**config.mk**
```make
export PLATFORM = sky130hd
export DESIGN_NAME = lmk_init_sequencer
export DESIGN_NICKNAME = d
export VERILOG_FILES = /design/src/rtl/lmk_init_sequencer.sv
export SDC_FILE = /design/constraint.sdc
export NUM_CORES = 1
export LEC_CHECK = 0
export BUFFER_PORTS_ARGS = -buffer_cell sky130_fd_sc_hd__buf_2
export CAP_MARGIN = 20
export CORE_ASPECT_RATIO = 0.6
export CORE_MARGIN = 8
export CORE_UTILIZATION = 35
export DETAILED_ROUTE_END_ITERATION = 10
export PLACE_DENSITY_LB_ADDON = 0.12
export SYNTH_ARGS = -nofsm -noshare
export SYNTH_HDL_FRONTEND = slang
export SYNTH_SLANG_ARGS = --single-unit
```
**constraint.sdc**
```tcl
create_clock -name clk -period 2.4 [get_ports clk]
set_clock_uncertainty 0.05 [all_clocks]
set_input_delay 0.12 -clock clk [delete_from_list [all_inputs] [get_ports clk]]
set_output_delay 0.12 -clock clk [all_outputs]
set_load 0.005 [all_outputs]
```
**src/rtl/lmk_init_sequencer.sv**
```systemverilog
// Register-table walker feeding the LMK I2C write block, with inter-write gap and done/error status.
// Optional watchdog: define LMK_INIT_TIMEOUT_EN.
module lmk_init_sequencer #(
    parameter int unsigned NUM_REGS       = 16,
    parameter int unsigned IDX_W          = 5,
    parameter int unsigned GAP_CYCLES     = 1000,
    parameter int unsigned TIMEOUT_CYCLES = 200000
) (
    input  logic             clk,
    input  logic             nReset,
    input  logic             go,
    output logic [IDX_W-1:0] entry_idx,
    input  logic [6:0]       entry_addr,
    input  logic [15:0]      entry_data,
    input  logic             entry_last,
    output logic             i2c_start_write,
    output logic [6:0]       i2c_address,
    output logic [15:0]      i2c_data,
    input  logic             i2c_ready_n,
    output logic             busy,
    output logic             done,
    output logic             error,
    output logic [IDX_W-1:0] writes_done
);

    typedef enum logic [2:0] {
        StIdle,
        StFetch,
        StIssue,
        StWaitAccept,
        StWaitDone,
        StGap,
        StFinish
    } state_e;

    localparam int unsigned GAP_W      = (GAP_CYCLES > 0) ? $clog2(GAP_CYCLES + 1) : 1;
    localparam int unsigned GAP_LAST_I = (GAP_CYCLES > 0) ? GAP_CYCLES - 1 : 0;

    state_e               r_state;
    state_e               w_state_next;
    logic [IDX_W-1:0]     r_idx;
    logic [IDX_W-1:0]     r_writes;
    logic [6:0]           r_addr;
    logic [15:0]          r_data;
    logic                 r_last;
    logic                 r_start_write;
    logic                 r_busy;
    logic                 r_done;
    logic [GAP_W-1:0]     r_gap_cnt;

    logic                 w_go_accept;
    logic                 w_issue;
    logic                 w_write_done;
    logic                 w_timeout;

`ifdef LMK_INIT_TIMEOUT_EN
    localparam int unsigned TO_W = $clog2(TIMEOUT_CYCLES + 1);

    logic [TO_W-1:0] r_wdog_cnt;
    logic            r_error;
    logic            w_wdog_state;

    assign w_wdog_state = (r_state == StIssue) || (r_state == StWaitAccept) ||
                          (r_state == StWaitDone);
`endif

    always_ff @(posedge clk or negedge nReset) begin
        if (!nReset) begin
            r_state <= StIdle;
        end else begin
            r_state <= w_state_next;
        end
    end

    always_comb begin
        w_state_next = r_state;
        w_go_accept  = 1'b0;
        w_issue      = 1'b0;
        w_write_done = 1'b0;
        w_timeout    = 1'b0;
        unique case (r_state)
            StIdle: begin
                if (go) begin
                    w_go_accept  = 1'b1;
                    w_state_next = StFetch;
                end
            end
            StFetch: w_state_next = StIssue;
            StIssue: begin
                if (!i2c_ready_n) begin
                    w_issue      = 1'b1;
                    w_state_next = StWaitAccept;
                end
            end
            StWaitAccept: begin
                if (i2c_ready_n) begin
                    w_state_next = StWaitDone;
                end
            end
            StWaitDone: begin
                if (!i2c_ready_n) begin
                    w_write_done = 1'b1;
                    if (r_last) begin
                        w_state_next = StFinish;
                    end else if (GAP_CYCLES == 0) begin
                        w_state_next = StFetch;
                    end else begin
                        w_state_next = StGap;
                    end
                end
            end
            StGap: begin
                if (r_gap_cnt == GAP_W'(GAP_LAST_I)) begin
                    w_state_next = StFetch;
                end
            end
            StFinish: w_state_next = StIdle;
            default:  w_state_next = StIdle;
        endcase
`ifdef LMK_INIT_TIMEOUT_EN
        // Fires after TIMEOUT_CYCLES consecutive cycles stuck in one handshake state.
        if (w_wdog_state && (w_state_next == r_state) &&
            (r_wdog_cnt == TO_W'(TIMEOUT_CYCLES - 1))) begin
            w_timeout    = 1'b1;
            w_state_next = StIdle;
        end
`endif
    end

    always_ff @(posedge clk or negedge nReset) begin
        if (!nReset) begin
            r_idx         <= '0;
            r_writes      <= '0;
            r_addr        <= '0;
            r_data        <= '0;
            r_last        <= 1'b0;
            r_start_write <= 1'b0;
            r_busy        <= 1'b0;
            r_done        <= 1'b0;
            r_gap_cnt     <= '0;
        end else begin
            r_start_write <= w_issue;
            if (w_go_accept) begin
                r_idx    <= '0;
                r_writes <= '0;
                r_done   <= 1'b0;
                r_busy   <= 1'b1;
            end
            if (r_state == StFetch) begin
                r_addr <= entry_addr;
                r_data <= entry_data;
                r_last <= entry_last || (r_idx == IDX_W'(NUM_REGS - 1));
            end
            if (w_write_done) begin
                r_writes <= r_writes + IDX_W'(1);
                if (!r_last) begin
                    r_idx <= r_idx + IDX_W'(1);
                end
            end
            if (r_state == StFinish) begin
                r_busy <= 1'b0;
                r_done <= 1'b1;
            end
            if (w_timeout) begin
                r_busy <= 1'b0;
            end
            if (r_state == StGap) begin
                r_gap_cnt <= r_gap_cnt + GAP_W'(1);
            end else begin
                r_gap_cnt <= '0;
            end
        end
    end

`ifdef LMK_INIT_TIMEOUT_EN
    always_ff @(posedge clk or negedge nReset) begin
        if (!nReset) begin
            r_wdog_cnt <= '0;
            r_error    <= 1'b0;
        end else begin
            if (w_wdog_state && (w_state_next == r_state)) begin
                r_wdog_cnt <= r_wdog_cnt + TO_W'(1);
            end else begin
                r_wdog_cnt <= '0;
            end
            if (w_go_accept) begin
                r_error <= 1'b0;
            end else if (w_timeout) begin
                r_error <= 1'b1;
            end
        end
    end

    assign error = r_error;
`else
    logic w_unused_timeout;
    assign w_unused_timeout = (TIMEOUT_CYCLES != 0);
    assign error            = 1'b0;
`endif

    assign entry_idx       = r_idx;
    assign writes_done     = r_writes;
    assign i2c_address     = r_addr;
    assign i2c_data        = r_data;
    assign i2c_start_write = r_start_write;
    assign busy            = r_busy;
    assign done            = r_done;

endmodule

```
# Yosys cells after proc, flatten, opt, wreduce, memory -nomap -nowiden
# Cells that the tools add are included.
word_totals:
  output_inout_bits: 37
  wordCells: 53
  reg_bits: 50
  inputBits: 28
op_classes:
  n_addsub: 3
  n_eq_ne: 13
  mux: 22
  n_reduce_logical: 5
ops:
  columns: ["cell", "n"]
  rows:
  - ["5-bit 2-to-1 mux", 5]
  - ["3-bit case mux with 6 select lines", 1]
  - ["3-bit 2-to-1 mux", 5]
  - ["10-bit by 1-bit adder with 10-bit output, second input constant", 1]
  - ["5-bit by 1-bit adder with 5-bit output, second input constant", 2]
  - ["10-bit equality test, second input constant", 1]
  - ["10-bit 2-to-1 mux", 1]
  - ["2-bit != test, second input constant", 5]
  - ["3-bit equality test, second input constant", 3]
  - ["1-bit 2-to-1 mux", 9]
  - ["3-bit by 2-bit equality test with 1-bit output, second input constant", 2]
  - ["5-bit by 4-bit equality test with 1-bit output, second input constant", 1]
  - ["5-bit AND reduction", 1]
  - ["2-bit nonzero test", 2]
  - ["3-bit by 1-bit equality test with 1-bit output, second input constant", 1]
  - ["3-bit zero test", 1]
  - ["2-bit 2-to-1 mux", 1]
  - ["1-bit logical OR", 1]

# Logic depth before layout (Yosys ltp)
depth:
  word_depth: 5
  depth_mapped: 5
  mapped_depth_nobuf: 5

# Worst setup path after synthesis
# OpenSTA, ideal clock, no wires.
synth_path:
  kind: "reg-to-reg"
  from: "reg r_state[0]"
  to: "reg r_writes[3], in the netlist writes_done[3]"
  n_path_buf: 2
  stages_incl_launch_ff: 6
  arrival_time_ns: 1.482
  setup_ns: 0.121
  required_time_ns: 2.229
  period_less_slack_ns: 1.653
  slack_ns: 0.747
  cell_sequence: "dfrtp_1 -> buf_6 -> or4b_4 -> buf_6 -> and2_4 -> a22o_1"
synth_between:
  elab_chain_len: 3
  word_cells_on_any_way: 6
  classes_between: "eq/ne (1); mux (3); reduce/logical (2)"
synth_lines:
  columns: ["item", "line", "source"]
  rows:
  - ["start: declaration", "39", "state_e r_state;"]
  - ["start signal: assignment", "69", "r_state <= StIdle;"]
  - ["start signal: assignment", "71", "r_state <= w_state_next;"]
  - ["3-bit equality test / 3-bit zero test (equally long branches)", "81", "unique case (r_state)"]
  - ["1-bit 2-to-1 mux", "81", null]
  - ["5-bit 2-to-1 mux / 2-bit nonzero test (equally long branches)", null, null]
  - ["end signal: assignment", "155", "r_writes <= r_writes + IDX_W'(1);"]
  - ["end: declaration", "42", "logic [IDX_W-1:0] r_writes;"]
# Several ways; a longest one is shown, not always the timed one.
# A chain may end at the register's enable or synchronous reset.

# Worst setup path after layout
# Same ends and word-level chain as after synthesis.

==> results.md <==
Status:
- The flow ran to the end, and the final reports show no timing, DRC or antenna violations.

Floorplan:
- The core region is 6140 sq um.
- The horizontal die dimension is 119 um.
- The die is 77.9 um tall.
- The overall die area is 9280 sq um.
- 65 I/O pins were placed.
- For this configuration, the core starts out at a cell density of 36.4%.
- In this run the core area contains 22 standard-cell rows.

STA:
- Setup repair after global routing left no endpoint under its margin.
- The time the worst path needs with I/O delays and setup is 1.83 ns.
- The worst hold slack is 0.00795 ns.
- Setup violations remaining at the end of the flow were counted as 0.
- The remaining max-slew budget at the tightest pin is 60.6%.
- The final hold violation count came to 0.
- Summed over all failing endpoints, the final setup total negative slack is 0 ns.
- Timing would allow up to 547 MHz.
- The number of max-slew violations in the final report is 0.
- For the pin with the worst max-slew slack, the measured transition is 0.591 ns.
- The post-route clock period utilization is 76.1%.

Critical path:
- STA classifies the critical path startpoint as a register.
- The critical path class is reg2reg.
- STA classifies the critical path endpoint as a register.
- The largest driver fanout on the critical path is 11.
- STA puts the critical path data arrival time at 1.96 ns.
- The critical path required time is 2.53 ns.

Global route:
- The total grt overflow is 0.
- The maximum number of pins on one net before global-route repair is 28.
- The first global-routing pass estimated 8.27 mm of wire.
- The initial antenna violation count is 0.
- Across every metal layer, demand over resource in global routing totals 10.8%.
- The number of global-route vias before repair came to 1714.

Detailed routing:
- For this block, the initial DRC count from the detailed router was 76.
- The number of detailed-route iterations in the first pass is 4.
- Dividing the detail-routed wire length by the instance count gives 13.7 um.
- After detailed routing, the number of vias per cell comes to 4.60.
- The count of nets left with antenna violations once routing finished came out at 0.
- For this block, the via count after detailed routing is 1619.
- Summed over all layers, the routed wires come to 4.81 mm.
- The number of design rule violations left after detail routing is 0.

Placement:
- The total of buffers placed on input and output ports is 63.
- The final HPWL from detailed placement is 3.56 mm.
- The congestion estimate from routability-driven global placement came to 0.764.
- The number of placed instances, taps included, is 323.
- The post-place instance area is 2630 sq um.

Logic synthesis:
- The synthesized netlist net count is 213.
- The sequential area share after synthesis is 56.0%.
- For this run, the leading register cell type out of synthesis is sky130_fd_sc_hd__dfrtp_1.
- The synthesized area is 2230 sq um.
- Yosys mapped the design onto 44 distinct sky130hd cell types.
- The number of flip-flops and latches in the synthesized netlist is 50.
- After synthesis, the largest area contributor takes up 56.0% of total cell area.
- By area the synthesized netlist is led by sky130_fd_sc_hd__dfrtp_1 (56%), sky130_fd_sc_hd__mux2_2 (12%), sky130_fd_sc_hd__mux2i_1 (3.1%), sky130_fd_sc_hd__ha_1 (2.2%), sky130_fd_sc_hd__nand2_1 (1.8%).
- Of all cell types, the one taking the most synthesized area is sky130_fd_sc_hd__dfrtp_1.
- The mean cell area of the mapped netlist is 12.3 sq um.
- The instance count of the mapped netlist is 181.
- The count of synthesis-stage warnings from yosys is 0.
- In the synthesized netlist the async set-or-reset flop fraction comes to 100%.
- In this run, synthesis inferred 0 flip-flops with an integrated enable.

Pwr:
- The peak ir drop on the vdd network is 0.000311 V.
- The leakage component of the power is 1.49 nW.
- For this design the ratio of total power to cell area is 504 nW/um^2.

Clock network:
- The TritonCTS buffer count is 5.
- The hold-fix buffer count after cts is 20.
- The tree built by TritonCTS fans out to 50 sinks.
- The H-tree was split into 2 levels.
- After clock tree synthesis, the clock-pin slew on the worst setup and hold paths is 0.09 ns.
- Buffers added to address setup during post-CTS repair amount to 0.
- Gates resized during post-CTS repair numbered 0.
- The clock tree root buffer cell is sky130_fd_sc_hd__clkbuf_8.
- The clock insertion delay at the later pin of the skew report is 0.29 ns.
- The CTS tree is built.
- The longest clock path from root to sink contains 2 buffers.

Flow run:
- Max-cap violations in this run came to 0.

Layout:
- After filler insertion, the fill cell instance count of the layout stands at 568.
- The area growth from synthesis to layout is 31.8%.
- The final cell area excluding filler cells is 2940 sq um.
- The final layout net count is 299.
- 0 antenna diodes ended up in the layout.
- For this run, the number of standard cells in the final layout without fillers is 352.
- Cells with a size suffix above 1 make up 38.8% of the layout.

Worst hold path:
- The tightest min-delay check is of the in2reg type.
## cell type report
class	instances	area, sq um	area share [%]
timing repair buffer	88	556	18.9
inverter	5	18.8	0.638
sequential	50	1250	42.5
multi-input combinational	117	906	30.8
clock buffer	7	76.3	2.59
tap	84	105	3.57
clock inverter	1	30.0	1.02
## registers in the layout (all words and copies together), names as in the netlist
name,flops
i2c_data,16
writes_done,5
entry_idx,5
i2c_address,7
busy,1
i2c_start_write,1
r_state,3
r_gap_cnt,10
done,1
r_last,1
## placed cells by master, fill, tap and decap left out, types with 2 or more instances in the layout
master                           n
sky130_fd_sc_hd__buf_2          63
sky130_fd_sc_hd__dfrtp_1        50
sky130_fd_sc_hd__mux2_2         23
sky130_fd_sc_hd__dlygate4sd3_1  21
sky130_fd_sc_hd__nand2_1        11
sky130_fd_sc_hd__nand3_1         8
sky130_fd_sc_hd__o21ai_0         8
sky130_fd_sc_hd__nor2_1          8
sky130_fd_sc_hd__mux2i_1         7
sky130_fd_sc_hd__a21oi_1         6
sky130_fd_sc_hd__inv_1           5
sky130_fd_sc_hd__clkbuf_8        5
sky130_fd_sc_hd__ha_1            4
sky130_fd_sc_hd__buf_4           4
sky130_fd_sc_hd__or3_1           3
sky130_fd_sc_hd__xnor2_1         3
sky130_fd_sc_hd__a22o_1          3
sky130_fd_sc_hd__nand4_1         2
sky130_fd_sc_hd__o31ai_1         2
sky130_fd_sc_hd__or4_1           2
sky130_fd_sc_hd__o21a_1          2
sky130_fd_sc_hd__nor3_1          2
sky130_fd_sc_hd__xor2_1          2
sky130_fd_sc_hd__clkbuf_1        2
## per-stage QoR
stage / util [%] / worst slack [ns] / total power [W]
floorplan: - / 0.747 / 0.000862
global placement: 42.8 / 0.618 / 0.000901
detailed placement: 42.8 / 0.595 / 0.000902
CTS: 47.8 / 0.577 / 0.00151
global route: 47.9 / 0.515 / 0.00154
finish: 47.9 / 0.573 / 0.00148
## cells in the mapped netlist, drive strengths merged, types with 2 or more instances
master,instances
buf,6
mux2i,7
inv,5
nand3,8
or4,2
a21oi,6
ha,4
mux2,23
or4b,2
dfrtp,50
o21a,2
xor2,2
nor3,3
nand2,11
or3,3
nor4b,2
xnor2,3
o21ai,8
clkbuf,3
a22o,3
and2,2
o31ai,2
nor3b,3
nor2,9
nand4,2
## path summary, 6_finish.rpt
path | from | cells past startpoint | to | slack [ns]
max | r_state[0]$_DFFE_PN0P_ | 3 | writes_done[3]$_DFFE_PN0P_ | 0.57
min | entry_data[14] | 2 | i2c_data[14]$_DFFE_PN0N_ | 0.008
max reg2reg | r_state[0]$_DFFE_PN0P_ | 3 | writes_done[3]$_DFFE_PN0P_ | 0.57
min reg2reg | r_gap_cnt[0]$_DFF_PN0_ | 1 | r_gap_cnt[0]$_DFF_PN0_ | 0.44
max in group asynchronous | nReset | 3 | writes_done[3]$_DFFE_PN0P_ | 1.35
min in group asynchronous | nReset | 2 | i2c_address[6]$_DFFE_PN0N_ | 0.31
## metal layers
metal	part of all wire [%]	global-route usage (%)	vias up
met4	0.87	3.76	0
li1	-	-	818
met5	0	0	-
met2	41	16.0	41
met3	7.2	4.41	2
met1	51	14.0	758
## kinds of logic after synthesis
kind of cell | count (synthesis) | synth area share (%)
other | 1 | 0.168
adder cells (fa/ha/maj) | 4 | 2.24
AO/OA/AOI/OAI | 25 | 7.12
buffers and inverters | 14 | 3.70
flip-flops | 50 | 56.0
XOR/XNOR | 5 | 1.96
multiplexers | 30 | 14.7
AND/OR/NAND/NOR | 52 | 14.1
## worst max-delay path, cell delays in order (launching register included)
cell	delay [ns]
sky130_fd_sc_hd__dfrtp_1	0.51
sky130_fd_sc_hd__or4b_1	0.70
sky130_fd_sc_hd__and2_4	0.24
sky130_fd_sc_hd__a22o_1	0.22
## power breakdown
| group | internal (W) | leakage, nW | switching [W] | total [W] |
|---|---|---|---|---|
| clock | 0.000312 | 0.0524 | 0.000261 | 0.000573 |
| sequential | 0.000842 | 0.663 | 0 | 0.000842 |
| combinational | 0.0000405 | 0.778 | 0.0000278 | 0.0000684 |
No activity file was read; power rests on OpenSTA's default activity.
